### src/rtl/pc_pkg.sv
// pc_pkg: shared states, next-PC selects and trap cause codes for the PC sequencer.
package pc_pkg;
  typedef enum logic {RUN, HALT} state_t;
  typedef enum logic [2:0] {SEL_SEQ, SEL_BR, SEL_JALR, SEL_TRAP, SEL_MRET, SEL_HOLD} sel_t;
  localparam logic [3:0] CAUSE_MISALIGNED = 4'd0;
  localparam logic [3:0] CAUSE_ILLEGAL    = 4'd2;
  localparam logic [3:0] CAUSE_BREAK      = 4'd3;
  localparam logic [3:0] CAUSE_ECALL_M    = 4'd11;
endpackage

### src/rtl/pc_next_mux.sv
// pc_next_mux: prioritised next-PC selection with misaligned-target detection.
module pc_next_mux
  import pc_pkg::*;
#(
  parameter int XLEN = 32,
  parameter logic [XLEN-1:0] TRAP_VEC = 'h100
) (
  input  logic [XLEN-1:0] pc,
  input  logic [XLEN-1:0] pc_plus4,
  input  logic [XLEN-1:0] epc,
  input  logic            br_taken,
  input  logic [XLEN-1:0] br_target,
  input  logic            jalr,
  input  logic [XLEN-1:0] jalr_target,
  input  logic            trap_req,
  input  logic [3:0]      trap_cause,
  input  logic            mret,
  input  logic            halt_req,
  output sel_t            sel,
  output logic [XLEN-1:0] next_pc,
  output logic [3:0]      cause
);
  logic [XLEN-1:0] jalr_masked;
  logic            misaligned;
  assign jalr_masked = jalr_target & ~{{(XLEN-1){1'b0}}, 1'b1};
  // Either redirect pointing off a word boundary traps, even if a higher-priority jump is aligned.
  assign misaligned = (jalr && jalr_masked[1]) || (br_taken && |br_target[1:0]);
  always_comb begin
    sel = (trap_req || misaligned) ? SEL_TRAP :
          mret     ? SEL_MRET :
          jalr     ? SEL_JALR :
          br_taken ? SEL_BR   :
          halt_req ? SEL_HOLD : SEL_SEQ;
    next_pc = (sel == SEL_TRAP) ? TRAP_VEC    :
              (sel == SEL_MRET) ? epc         :
              (sel == SEL_JALR) ? jalr_masked :
              (sel == SEL_BR)   ? br_target   :
              (sel == SEL_HOLD) ? pc          : pc_plus4;
    cause = trap_req ? trap_cause : CAUSE_MISALIGNED;
  end
endmodule

### src/rtl/pc_sequencer.sv
// pc_sequencer: program counter with redirect, trap/mret, stall, halt/resume and retire counter.
module pc_sequencer
  import pc_pkg::*;
#(
  parameter int XLEN = 32,
  parameter logic [XLEN-1:0] RESET_VEC = '0,
  parameter logic [XLEN-1:0] TRAP_VEC = 'h100,
  parameter int CNT_W = 32
) (
  input  logic             clk,
  input  logic             reset,
  input  logic             stall,
  input  logic             br_taken,
  input  logic [XLEN-1:0]  br_target,
  input  logic             jalr,
  input  logic [XLEN-1:0]  jalr_target,
  input  logic             trap_req,
  input  logic [3:0]       trap_cause,
  input  logic             mret,
  input  logic             halt_req,
  input  logic             resume,
  output logic [XLEN-1:0]  pc,
  output logic [XLEN-1:0]  pc_plus4,
  output logic [XLEN-1:0]  epc,
  output logic [3:0]       mcause,
  output logic             halted,
  output logic [CNT_W-1:0] retired
);
  state_t          state, state_nxt;
  sel_t            sel;
  logic [XLEN-1:0] next_pc;
  logic [3:0]      cause;
  assign pc_plus4 = pc + XLEN'(4);
  assign halted   = (state == HALT);
  pc_next_mux #(.XLEN(XLEN), .TRAP_VEC(TRAP_VEC)) u_mux (
    .pc(pc), .pc_plus4(pc_plus4), .epc(epc),
    .br_taken(br_taken), .br_target(br_target),
    .jalr(jalr), .jalr_target(jalr_target),
    .trap_req(trap_req), .trap_cause(trap_cause),
    .mret(mret), .halt_req(halt_req),
    .sel(sel), .next_pc(next_pc), .cause(cause)
  );
  always_comb begin
    state_nxt = (state == HALT) ? (resume ? RUN : HALT) :
                (!stall && sel == SEL_HOLD) ? HALT : RUN;
  end
  always_ff @(posedge clk) begin
    if (reset) state <= RUN;
    else       state <= state_nxt;
  end
  // Resume steps past the ebreak without counting it as retired.
  always_ff @(posedge clk) begin
    if (reset) begin
      pc      <= RESET_VEC;
      epc     <= '0;
      mcause  <= '0;
      retired <= '0;
    end else if (state == HALT) begin
      if (resume) pc <= pc_plus4;
    end else if (!stall) begin
      pc <= next_pc;
      if (sel == SEL_TRAP) begin
        epc    <= pc;
        mcause <= cause;
      end
      if (sel != SEL_TRAP && sel != SEL_HOLD) retired <= retired + CNT_W'(1);
    end
  end
endmodule

### config.mk
export PLATFORM = sky130hd
export DESIGN_NAME = pc_sequencer
export DESIGN_NICKNAME = d
export VERILOG_FILES = /design/src/rtl/pc_pkg.sv /design/src/rtl/pc_next_mux.sv /design/src/rtl/pc_sequencer.sv
export SDC_FILE = /design/constraint.sdc
export NUM_CORES = 1
export LEC_CHECK = 0
export CORE_MARGIN = 8
export CORE_UTILIZATION = 35
export DETAILED_ROUTE_END_ITERATION = 7
export DONT_BUFFER_PORTS = 1
export GPL_TIMING_DRIVEN = 1
export HOLD_SLACK_MARGIN = 0.05
export PLACE_DENSITY = 0.49
export SLEW_MARGIN = 20
export SYNTH_ARGS = -nofsm -noshare
export SYNTH_HDL_FRONTEND = slang
export SYNTH_HIERARCHICAL = 1
export SYNTH_SLANG_ARGS = --single-unit
### constraint.sdc
create_clock -name clk -period 5.24 [get_ports clk]
set_input_delay 0.524 -clock clk [delete_from_list [all_inputs] [get_ports clk]]
set_output_delay 0.524 -clock clk [all_outputs]
set_load 0.05 [all_outputs]
== Yosys cells after proc, flatten, opt, wreduce, memory -nomap -nowiden ==
Index checks and enable logic that the tools add are counted.

* Add/subtract/negate cells: 2
* Multiply operators: 0
* Div/mod/pow operators: 0
* Magnitude comparators: 0
* Equality and inequality tests: 10
* Shift-type cells: 0
* Mux-type cells: 17
* Bitwise operators: 2
* Reductions and logical operators: 11

{| class="wikitable"
|+ Operator list
! operator !! number
|-
| 32-bit two-way mux || 8
|-
| 32-bit by 1-bit adder with 32-bit output (second input constant) || 1
|-
| 32-bit by 3-bit adder with 32-bit output (second input constant) || 1
|-
| 3-bit two-way mux || 5
|-
| 3-bit AND reduction || 3
|-
| 3-bit by 2-bit == test with 1-bit output (second input constant) || 2
|-
| 3-bit == test (second input constant) || 2
|-
| 6-bit by 2-bit inequality test with 1-bit output (second input constant) || 1
|-
| 1-bit logical AND || 4
|-
| 4-bit two-way mux || 1
|-
| 3-bit by 1-bit == test with 1-bit output (second input constant) || 1
|-
| 1-bit two-way mux || 3
|-
| 3-bit by 2-bit inequality test with 1-bit output (second input constant) || 1
|-
| 3-bit inequality test (second input constant) || 1
|-
| 1-bit logical OR || 2
|-
| 2-bit by 1-bit inequality test with 1-bit output (second input constant) || 1
|-
| 2-bit inequality test (second input constant) || 1
|-
| 1-bit inverter || 2
|-
| 2-bit OR reduction || 1
|-
| 1-bit logical NOT || 1
|}

* Bits in registers: 101
* Latch bits: 0
* Bits in writable memories: 0
* Memory bits (read-only): 0
* Bits of input ports: 77
* Logic and storage cells: 47
* Memories kept: 0

== Depth between registers and ports, before layout ==
Gate-level depths: netlist of the first run.

* Depth in word-level cells: 13
* Mapped depth: 12
* Mapped depth without buffers: 11

== By module ==
Netlist of the first run, hierarchy kept.

{| class="wikitable"
|+ Modules (own cells, without submodules)
! module !! instances !! cells each !! area each (um2)
|-
| pc_sequencer || 1 || 650 || 5248.8
|-
| pc_next_mux || 1 || 242 || 1348.8
|}

== Least setup slack after synthesis of the first run ==
Ideal clock, no wire load.

* Path type: reg2reg
* Start point: reg pc[9]
* End point: reg pc[31]
* Arrival: 3.757 ns
* Path slack: 1.406 ns
* Stages on the path, launching flop included: 12
* Buffers on the path: 1
* Clock period less this slack: 3.834 ns
* Path through: dfxtp_1 > buf_2 > nand4_2 > or2_2 > nor3_2 > nand3_1 > xnor2_1 > o22ai_1 > a21oi_1 > nor2_1 > or4_1 > nor3_1

* Cells in the longest elaborated chain, start to end: 8
* Elaborated cells on any way between the ends: 9
* Classes of those cells: add/sub (1); mux (8)

{| class="wikitable"
|+ Ends and longest elaborated chain
! element !! RTL line !! source
|-
| start, declared || pc_sequencer.sv:22 || <nowiki>output logic [XLEN-1:0] pc,</nowiki>
|-
| start signal, assigned || pc_sequencer.sv:59 || <nowiki>if (resume) pc <= pc_plus4;</nowiki>
|-
| start signal, assigned || pc_sequencer.sv:61 || <nowiki>pc <= next_pc;</nowiki>
|-
| 32-bit by 3-bit adder with 32-bit output || pc_sequencer.sv:33 || <nowiki>assign pc_plus4 = pc + XLEN'(4);</nowiki>
|-
| net pc_plus4[31] || pc_sequencer.sv:23 || <nowiki>output logic [XLEN-1:0] pc_plus4,</nowiki>
|-
| 32-bit two-way mux || pc_next_mux.sv:38 || <nowiki>(sel == SEL_HOLD) ? pc : pc_plus4;</nowiki>
|-
| 32-bit two-way mux || pc_next_mux.sv:37 || <nowiki>(sel == SEL_BR) ? br_target :</nowiki>
|-
| 32-bit two-way mux || pc_next_mux.sv:36 || <nowiki>(sel == SEL_JALR) ? jalr_masked :</nowiki>
|-
| 32-bit two-way mux || pc_next_mux.sv:35 || <nowiki>(sel == SEL_MRET) ? epc :</nowiki>
|-
| 32-bit two-way mux || pc_next_mux.sv:34 || <nowiki>next_pc = (sel == SEL_TRAP) ? TRAP_VEC :</nowiki>
|-
| net next_pc[31] || pc_sequencer.sv:31 || <nowiki>logic [XLEN-1:0] next_pc;</nowiki>
|-
| 32-bit two-way mux || pc_sequencer.sv:60 || <nowiki>end else if (!stall) begin</nowiki>
|-
| 32-bit two-way mux || pc_sequencer.sv:58 || <nowiki>end else if (state == HALT) begin</nowiki>
|}

The timed path passes the listed nets, and every way through them passes these cells. The select of a mux whose other input is x is not followed.
A chain may end at the register's enable or synchronous reset.

== Final worst setup path of the first run ==
* Start point: reg pc[3]
* End point: out pc_plus4[22]

* Cells in the longest elaborated chain, start to end: 1

{| class="wikitable"
|+ Ends and longest elaborated chain
! element !! RTL line
|-
| 32-bit by 3-bit adder with 32-bit output || pc_sequencer.sv:33
|-
| end, declared || pc_sequencer.sv:23
|}

No other way between the ends.

==> results of run 1 <==
==> metrics by stage <==
stage	total power [W]	hold WS, ns	setup slack (ns)
6_report	0.00180	0.233	1.39
5_1_grt	0.00187	0.215	1.19
4_1_cts	0.00181	0.219	1.36
3_5_place_dp	0.00112	0.607	1.47
3_3_place_gp	0.00112	0.603	1.53
2_1_floorplan	0.00107	0.674	1.41
==> synthesized netlist by cell type (all sizes together) (23+ instances only) <==
cell	number	area share (%)
nand3	27	2.1
nand4	25	2.9
buf	35	3.4
o221ai	27	3.6
dfxtp	101	31
inv	38	2.2
o21ai	23	1.7
clkbuf	49	2.8
nand2	126	7.2
nor2	64	3.7
xnor2	30	4.0
o22ai	28	2.7
a21oi	138	10
==> per-layer routing <==
layer	global-route usage [%]	up-vias
met5	0	-
met3	6.54	24
met2	32.1	222
li1	-	3156
met4	5.28	0
met1	26.5	3099
==> power by group <==
group | total [W] | leakage (nW) | switching (W) | internal (W)
logic | 0.000244 | 1.61 | 0.000168 | 0.0000766
registers | 0.000855 | 0.818 | 0.0000722 | 0.000783
clock network | 0.000697 | 0.147 | 0.000326 | 0.000372
==> worst min path at each step <==
stage          slack (ns)        end      start
2_1_floorplan        0.67  mcause[0]  mcause[0]
3_3_place_gp         0.60  mcause[3]      reset
3_5_place_dp         0.61  mcause[1]      reset
4_1_cts              0.22     halted      reset
5_1_grt              0.22  mcause[1]      reset
6_report             0.23     halted      reset
==> registers in the layout (all words and copies together), names as in the netlist <==
register,count
retired,32
pc,32
mcause,4
epc,32
halted,1
==> area by class of cell <==
cell class,count,area [um2]
sequential,101,2020
clock buffer,10,229
fill,1960,11500
clock inverter,6,62.6
timing repair buffer,43,323
inverter,39,146
multi-input combinational,668,4030
tap,234,293
==> worst max-delay path: stages, from the launching register on <==
cell and delay (ns):
dfxtp_1 0.78, ha_1 0.36, nand3_1 0.29, nor4_4 0.74, nand4_1 0.28, xnor2_1 0.28
buf_4 0.24
==> cells by family (layout without fill, tap and decap cells) <==
logic type / Yosys count / count (layout)
and+or+nand+nor: 327 / 327
xor gates and xnor gates: 51 / 51
adders and majority gates: 2 / 2
muxes: 18 / 18
DFF: 101 / 101
buffers and inverters: 123 / 98
AOI/OAI and AO/OA: 270 / 270
==> results_dict.tcl, run 1 <==
set metrics [dict create \
    synth_simple_gate_area_share_pct 25.8 \
    die-width_um 153 \
    htreeDepth 3 \
    via_count 6501 \
    grt_first_pass_wirelength_mm 38.0 \
    synth_compound_area_share_pct 25.2 \
    pin_count 210 \
    drtIter0Drc 331 \
    wl_met2_mm 11.1 \
    clk_pin_slew_ns 0.07 \
    netlist_area_um2 6600 \
    endpoint_kind "output port" \
    p_per_area_nw_per_um2 253 \
    synth_edf_count 0 \
    core_area_um2 18600 \
    syn_nets 971 \
    dp_hpwl_mm 16.9 \
    area_growth_syn_to_layout_pct 7.68 \
    cts-root-buf "clkbuf_16" \
    ys_seq_area_share_pct 30.6 \
    rows 50 \
    firstDrtPassIters 5 \
    synth-main-ff-cell "dfxtp_1" \
    worst_pin_slew_ns 1.12 \
    gp_congestion 0.778 \
    rr_endpoint "pc[30]" \
    dr.max_layer_used "met4" \
    critical_path.max_fanout 13 \
    r2r_start "pc[3]" \
    fin_util_pct 38.2 \
    min_period_over_period_pct 73.5 \
    setup_viol 0 \
    nNetsFinal 941 \
    final_cell_mix "a21oi_1 (138), nand2_1 (126), dfxtp_1 (100), nor2_1 (61), buf_4 (43)" \
    wire_per_inst_um 22.6 \
    yosys.area_share.adder_pct 0.379 \
    rr_worst_depth 11 \
    muxShareOfSynthArea_pct 2.83 \
    finish.instance_area_um2 7100 \
    tritoncts "done" \
    cts.sink_count 101 \
    hold_violations 0 \
    viasPerCell 5.90 \
    die-area_um2 23500 \
    ctsResizeCount 0 \
    antenna_cells 0 \
    worstSetupPathType "reg -> out" \
    synth_area_per_cell_um2 7.40 \
    die-height_um 153 \
    relSlewSlack_pct 25.5 \
    clk_latency_ns 0.36 \
    drc_errors 0 \
    ir_worst_vdd_mv 0.156 \
    crit_path_end "pc_plus4[22]" \
    synth.distinct_cells 74 \
    rsz0062_at_grt "no" \
    wl_met3_mm 2.10 \
    grt_max_degree 106 \
    min_path_cells 1 \
    holdCritPathClass "in -> reg" \
    ys_async_sr_fraction_pct 0 \
    start_kind "flop" \
    setup.worst_path.start "pc[3]" \
    antenna_found_initial 0 \
    arrival_ns 3.33 \
    postCtsHoldBufs 0 \
    required_ns 4.72 \
    cap_violations 0 \
    start_util_pct 35.5 \
    drive_gt1_share_pct 10.1 \
    fin_cells 1101 \
    cts_setup_buffers 0 \
    slew_viol_final 0 \
    ys_ff_latch 101 \
    grt_pass1_vias 6135 \
    globalRouteOverflowTotal 0 \
    r2r_setup_slack_ns 1.46 \
    fmax_mhz 260 \
    synth_top_family_by_area "simple AND/OR/NAND/NOR gates" \
    final_common_cell "a21oi_1" \
    synth_cells 892 \
    p_leak_nw 2.57 \
    tns_ns 0 \
    final.setup_skew_ns 0.00648 \
    fin_crit_ns 3.85 \
    dp.cells 1085 \
    numPortBuffers 0 \
    drt_wl_total_mm 24.8 \
    synth_xor_xnor_area_share_pct 6.77 \
    yosys_warnings 6 \
    status "complete, no violations" \
    postRouteAntennaNets 0 \
    cts_buffer_depth 2 \
    cts_inserted_buffers 9 \
    grt_usage_pct 20.4 \
    wl_met1_mm 11.2 \
    dpl_cell_area_um2 6810 \
]
No activity file was read; power rests on OpenSTA's default activity.
==> inputs of run 2 (changes only) <==
Clock period 5.24 ns to 3.7 ns, I/O delays scaled along.
==> run 2 against run 1 <==
Against the previous run:
- setup slack worse by 0.68 ns
- global-route usage up 0.24 points
- sequential cell count unchanged
- clock skew grew 0.0023 ns
- via count increased by 2.6%
- cell area up 4.2%
- sequential share of layout area down 1.2 points
- first-iteration DRC count grew 26%
- total power up 44%
- routed wire length increased by 0.79%
- clock power rose by 45%
- utilization up 1.6 points
- critical path type unchanged
==> results_dict.tcl, run 2 (synthesized netlist as in run 1, its figures left out) <==
set metrics [dict create \
    required_ns 3.33 \
    largestRegisters "epc (32), pc (32), retired (32)" \
    cts_inserted_buffers 9 \
    p_leak_nw 2.77 \
    grt_max_degree 106 \
    holdCritPathClass "in -> reg" \
    drt_wl_total_mm 25.0 \
    max_stage_delay_ns 0.46 \
    tns_ns 0 \
    die-height_um 153 \
    cts-root-buf "clkbuf_16" \
    critical_path.max_fanout 12 \
    relSlewSlack_pct 24.8 \
    crit_top_cell "buf_4" \
    min_from "reset" \
    drive_gt1_share_pct 14.0 \
    globalRouteOverflowTotal 0 \
    grt_pass1_vias 6507 \
    cap_violations 0 \
    hold_end "mcause[2]" \
    drc_errors 0 \
    p_per_area_nw_per_um2 349 \
    grt_first_pass_wirelength_mm 39.0 \
    crit_path_top_delay_cell "dfxtp_1" \
    holdWs_ns 0.0983 \
    final_cell_mix "a21oi_1 (138), nand2_1 (126), dfxtp_1 (100), buf_4 (80), nor2_1 (61)" \
    path_buf_inv 2 \
    start_kind "flop" \
    rsz0062_at_grt "no" \
    postRouteAntennaNets 0 \
    fin_util_pct 39.9 \
    firstDrtPassIters 5 \
    rows 50 \
    clk_pin_slew_ns 0.07 \
    postCtsHoldBufs 0 \
    grt_usage_pct 20.7 \
    finish.instance_area_um2 7400 \
    hold_violations 0 \
    path_delay_family "simple AND/OR/NAND/NOR gates" \
    rr_endpoint "pc[31]" \
    numPortBuffers 0 \
    slew_viol_final 0 \
    min_period_over_period_pct 80.8 \
    worstPathCellList "ha_1, nand3_1, nor4_4, buf_4, and2_1, xor2_1, buf_4" \
    dp_hpwl_mm 17.0 \
    r2r_setup_slack_ns 0.82 \
    r2r_start "pc[27]" \
    ir_worst_vdd_mv 0.207 \
    core_area_um2 18600 \
    cts_buffer_depth 2 \
    clk_latency_ns 0.35 \
    setup_viol 0 \
    viasPerCell 5.86 \
    tritoncts "done" \
    min_path_cells 1 \
    antenna_found_initial 0 \
    fmax_mhz 335 \
    htreeDepth 3 \
    die-width_um 153 \
    via_count 6667 \
    status "complete, no violations" \
    die-area_um2 23500 \
    arrival_ns 2.62 \
    gp_congestion 0.748 \
    setup_ws_ns 0.711 \
    final_common_cell "a21oi_1" \
    cts_setup_buffers 0 \
    post-place-ws_ns 0.839 \
    wire_per_inst_um 22.0 \
    dpl_cell_area_um2 7100 \
    endpoint_kind "output port" \
    cts.sink_count 101 \
    final.setup_skew_ns 0.00880 \
    fin_crit_ns 2.99 \
    ctsResizeCount 0 \
    worst_pin_slew_ns 1.13 \
    start_util_pct 35.5 \
    worstSetupPathType "reg -> out" \
    area_growth_syn_to_layout_pct 12.2 \
    nNetsFinal 978 \
    rr_worst_depth 11 \
    pin_count 210 \
    antenna_cells 0 \
    drtIter0Drc 418 \
]
## run 2: cell count changes in the layout (fill, tap and decap cells not counted), sizes merged
cell	before	now
inv	39	40
clkinvlp	0	2
buf	43	80
clkinv	5	2
## run 2: where the power goes
part / internal (W) / switching [W]
clock: 0.000548 / 0.000461
sequential: 0.00111 / 0.0000516
combinational: 0.000125 / 0.000291
## run 2: layer usage
| layer | vias to the layer above | GRT usage, % | routed length (um) |
|---|---|---|---|
| met1 | 3153 | 26.5 | 11000 |
| met3 | 26 | 6.46 | 2220 |
| met5 | - | 0 | 0 |
| met4 | 0 | 4.38 | 245 |
| li1 | 3224 | - | - |
| met2 | 264 | 33.4 | 11500 |
## run 2: through the flow
step,power [W],std cells
global route,0.00270,1138
floorplan,0.00152,892
detailed placement,0.00160,1122
CTS,0.00262,1138
global placement,0.00160,1122
finish,0.00259,1138
## run 2: worst max path at each step
stage               slack, ns  depth (start not counted)            to   from
floorplan                0.11                         11        pc[30]  pc[3]
global placement         0.88                          8   retired[31]   jalr
detailed placement       0.84                         10        pc[30]  pc[3]
CTS                      0.69                          7  pc_plus4[24]  pc[3]
global route             0.58                          7  pc_plus4[24]  pc[3]
finish                   0.71                          7  pc_plus4[24]  pc[3]
## run 2: cell type report
type	count	area, um2
Multi-Input combinational cell	668	4040
Clock buffer	10	239
Sequential cell	101	2020
Inverter	39	146
Timing Repair Buffer	80	601
Tap cell	234	293
Fill cell	1967	11200
Clock inverter	6	67.6
==> inputs of run 3 (changes only) <==
Settings changed: PLACE_DENSITY 0.49 to 0.51.
Clock period 3.7 ns to 2.5 ns, I/O delays scaled along.
==> run 3 against run 2 <==
Against the previous run:
- clock power is 44% higher
- routed wire length is 5.6% higher
- clock skew grew 0.0068 ns
- largest cell class unchanged
- highest routed layer unchanged
==> results_dict.tcl, run 3 (synthesized netlist as in run 1, its figures left out) <==
set metrics [dict create \
    status "complete, no violations" \
    multi_input_area_um2 4440 \
    drtIter0Drc 494 \
    area_growth_syn_to_layout_pct 27.1 \
    rows 50 \
    clk_latency_ns 0.36 \
    critical_path.max_fanout 4 \
    crit_top_cell "mux2i_1" \
    grt_first_pass_wirelength_mm 40.7 \
    pin_count 210 \
    endpoint_kind "flop" \
    tritoncts "done" \
    dp.cells 1170 \
    nNetsFinal 1032 \
    antenna_found_initial 0 \
    p_total_w 0.00387 \
    fmax_mhz 419 \
    rsz0062_at_grt "yes" \
    post-place-ws_ns 0.0805 \
    die-area_um2 23500 \
    r2r_start "pc[27]" \
    fin_crit_ns 2.39 \
    min_path_cells 2 \
    antenna_cells 0 \
    core_area_um2 18600 \
    slew_viol_final 0 \
    tns_ns 0 \
    relSlewSlack_pct 36.2 \
    worst_pin_slew_ns 0.954 \
    drt_wl_total_mm 26.4 \
    die-height_um 153 \
    setup_ws_ns 0.113 \
    crit_path_top_delay_cell "dfxtp_2" \
    fin_cells 1192 \
    wire_per_inst_um 22.2 \
    cts.sink_count 101 \
    cts_inserted_buffers 9 \
    postRouteAntennaNets 0 \
    rr_endpoint "pc[29]" \
    min_period_over_period_pct 95.5 \
    hold_violations 0 \
    drive_gt1_share_pct 25.5 \
    numPortBuffers 0 \
    globalRouteOverflowTotal 0 \
    clk_pin_slew_ns 0.08 \
    seqCellArea_um2 2100 \
    rr_worst_depth 11 \
    setup_viol 0 \
    p_leak_nw 3.28 \
    crit_path_end "pc[29]" \
    final.setup_skew_ns 0.0156 \
    r2r_setup_slack_ns 0.11 \
    start_kind "flop" \
    required_ns 2.74 \
    dp_hpwl_mm 18.3 \
    cap_violations 0 \
    via_count 6996 \
    firstDrtPassIters 7 \
    ir_worst_vdd_mv 0.404 \
    drc_errors 0 \
    cts_buffer_depth 2 \
    final_cell_mix "a21oi_1 (137), nand2_1 (125), buf_4 (122), dfxtp_1 (72), nor2_1 (60)" \
    die-width_um 153 \
    worstPathCellList "and4_4, nand4_1, nor3_4, buf_4, xor2_2, mux2i_1, o21ai_0, mux2i_1, a21oi_1, a22o_1, a221o_1" \
    cts-root-buf "clkbuf_16" \
    viasPerCell 5.87 \
    largestRegisters "epc (32), pc (32), retired (32)" \
    setup.worst_path.start "pc[27]" \
    worstSetupPathType "reg -> reg" \
    final_common_cell "a21oi_1" \
    start_util_pct 35.5 \
    grt_usage_pct 21.7 \
    grt_max_degree 87 \
    grt_pass1_vias 6800 \
    max_stage_delay_ns 0.34 \
    p_per_area_nw_per_um2 462 \
    finish.instance_area_um2 8380 \
    holdCritPathClass "in -> reg" \
    fill_cells 1844 \
    dpl_cell_area_um2 7940 \
    gp_congestion 0.803 \
    arrival_ns 2.63 \
    htreeDepth 3 \
]
-- run 3: changes by cell type in the layout (fill, tap and decap cells not counted), moves of 7 or more --
cell     change
dfxtp_4     +18
xnor2_2      +7
xnor2_1     -16
dfxtp_2     +10
buf_4       +42
xnor2_4      +9
dfxtp_1     -28
-- run 3: worst max-delay path, delay by kind of cell (launching register included) --
family                    cells  cell delay [ns]
and+or+nand+nor               3             0.71
xor gates and xnor gates      1             0.07
AOI/OAI and AO/OA             4             0.72
buffers and inverters         1             0.17
muxes                         2             0.28
DFF                           1             0.34
-- run 3: worst min-delay path by stage --
stage	start	endpoint	slack, ns
6_report	resume	halted	0.06
5_1_grt	reset	pc[30]	0.07
4_1_cts	resume	halted	0.05
3_5_place_dp	reset	pc[7]	0.33
3_3_place_gp	reset	pc[3]	0.33
2_1_floorplan	reset	pc[31]	0.41
-- run 3: cell type report --
class | count | share of cell area, %
well taps | 234 | 3.49
inverters | 39 | 1.75
clock buffers | 11 | 3.03
clock inverters | 5 | 0.463
multi-input cells | 668 | 53.0
repair buffers | 134 | 13.2
flip-flops and latches | 101 | 25.1
-- run 3: layer usage --
layer	GRT usage [%]	vias up	wire length [um]
li1	-	3337	-
met1	26.4	3344	11000
met2	36.3	293	12500
met3	6.82	22	2530
met4	5.66	0	384
met5	0	-	0
-- run 3: power breakdown --
part | internal (W) | total [W] | switching, W
combinational | 0.000231 | 0.000717 | 0.000487
clock | 0.000748 | 0.00145 | 0.000703
sequential | 0.00163 | 0.00170 | 0.0000706
-- run 3: metrics by stage --
stage / utilization [%] / hold slack [ns]
detailed placement: 42.8 / 0.330
finish: 45.1 / 0.0603
global route: 45.1 / 0.0660
floorplan: - / 0.412
CTS: 44.7 / 0.0509
global placement: 42.8 / 0.329
-- run 3: what timing repair did --
item,4_1_cts,5_1_grt
hold buffers,2,0
setup buffers,2,2
endpoints found under the setup margin,6,16
cloned,0,0
endpoints found under the hold margin,86,0
resized for setup,3,19
pin swaps,0,6
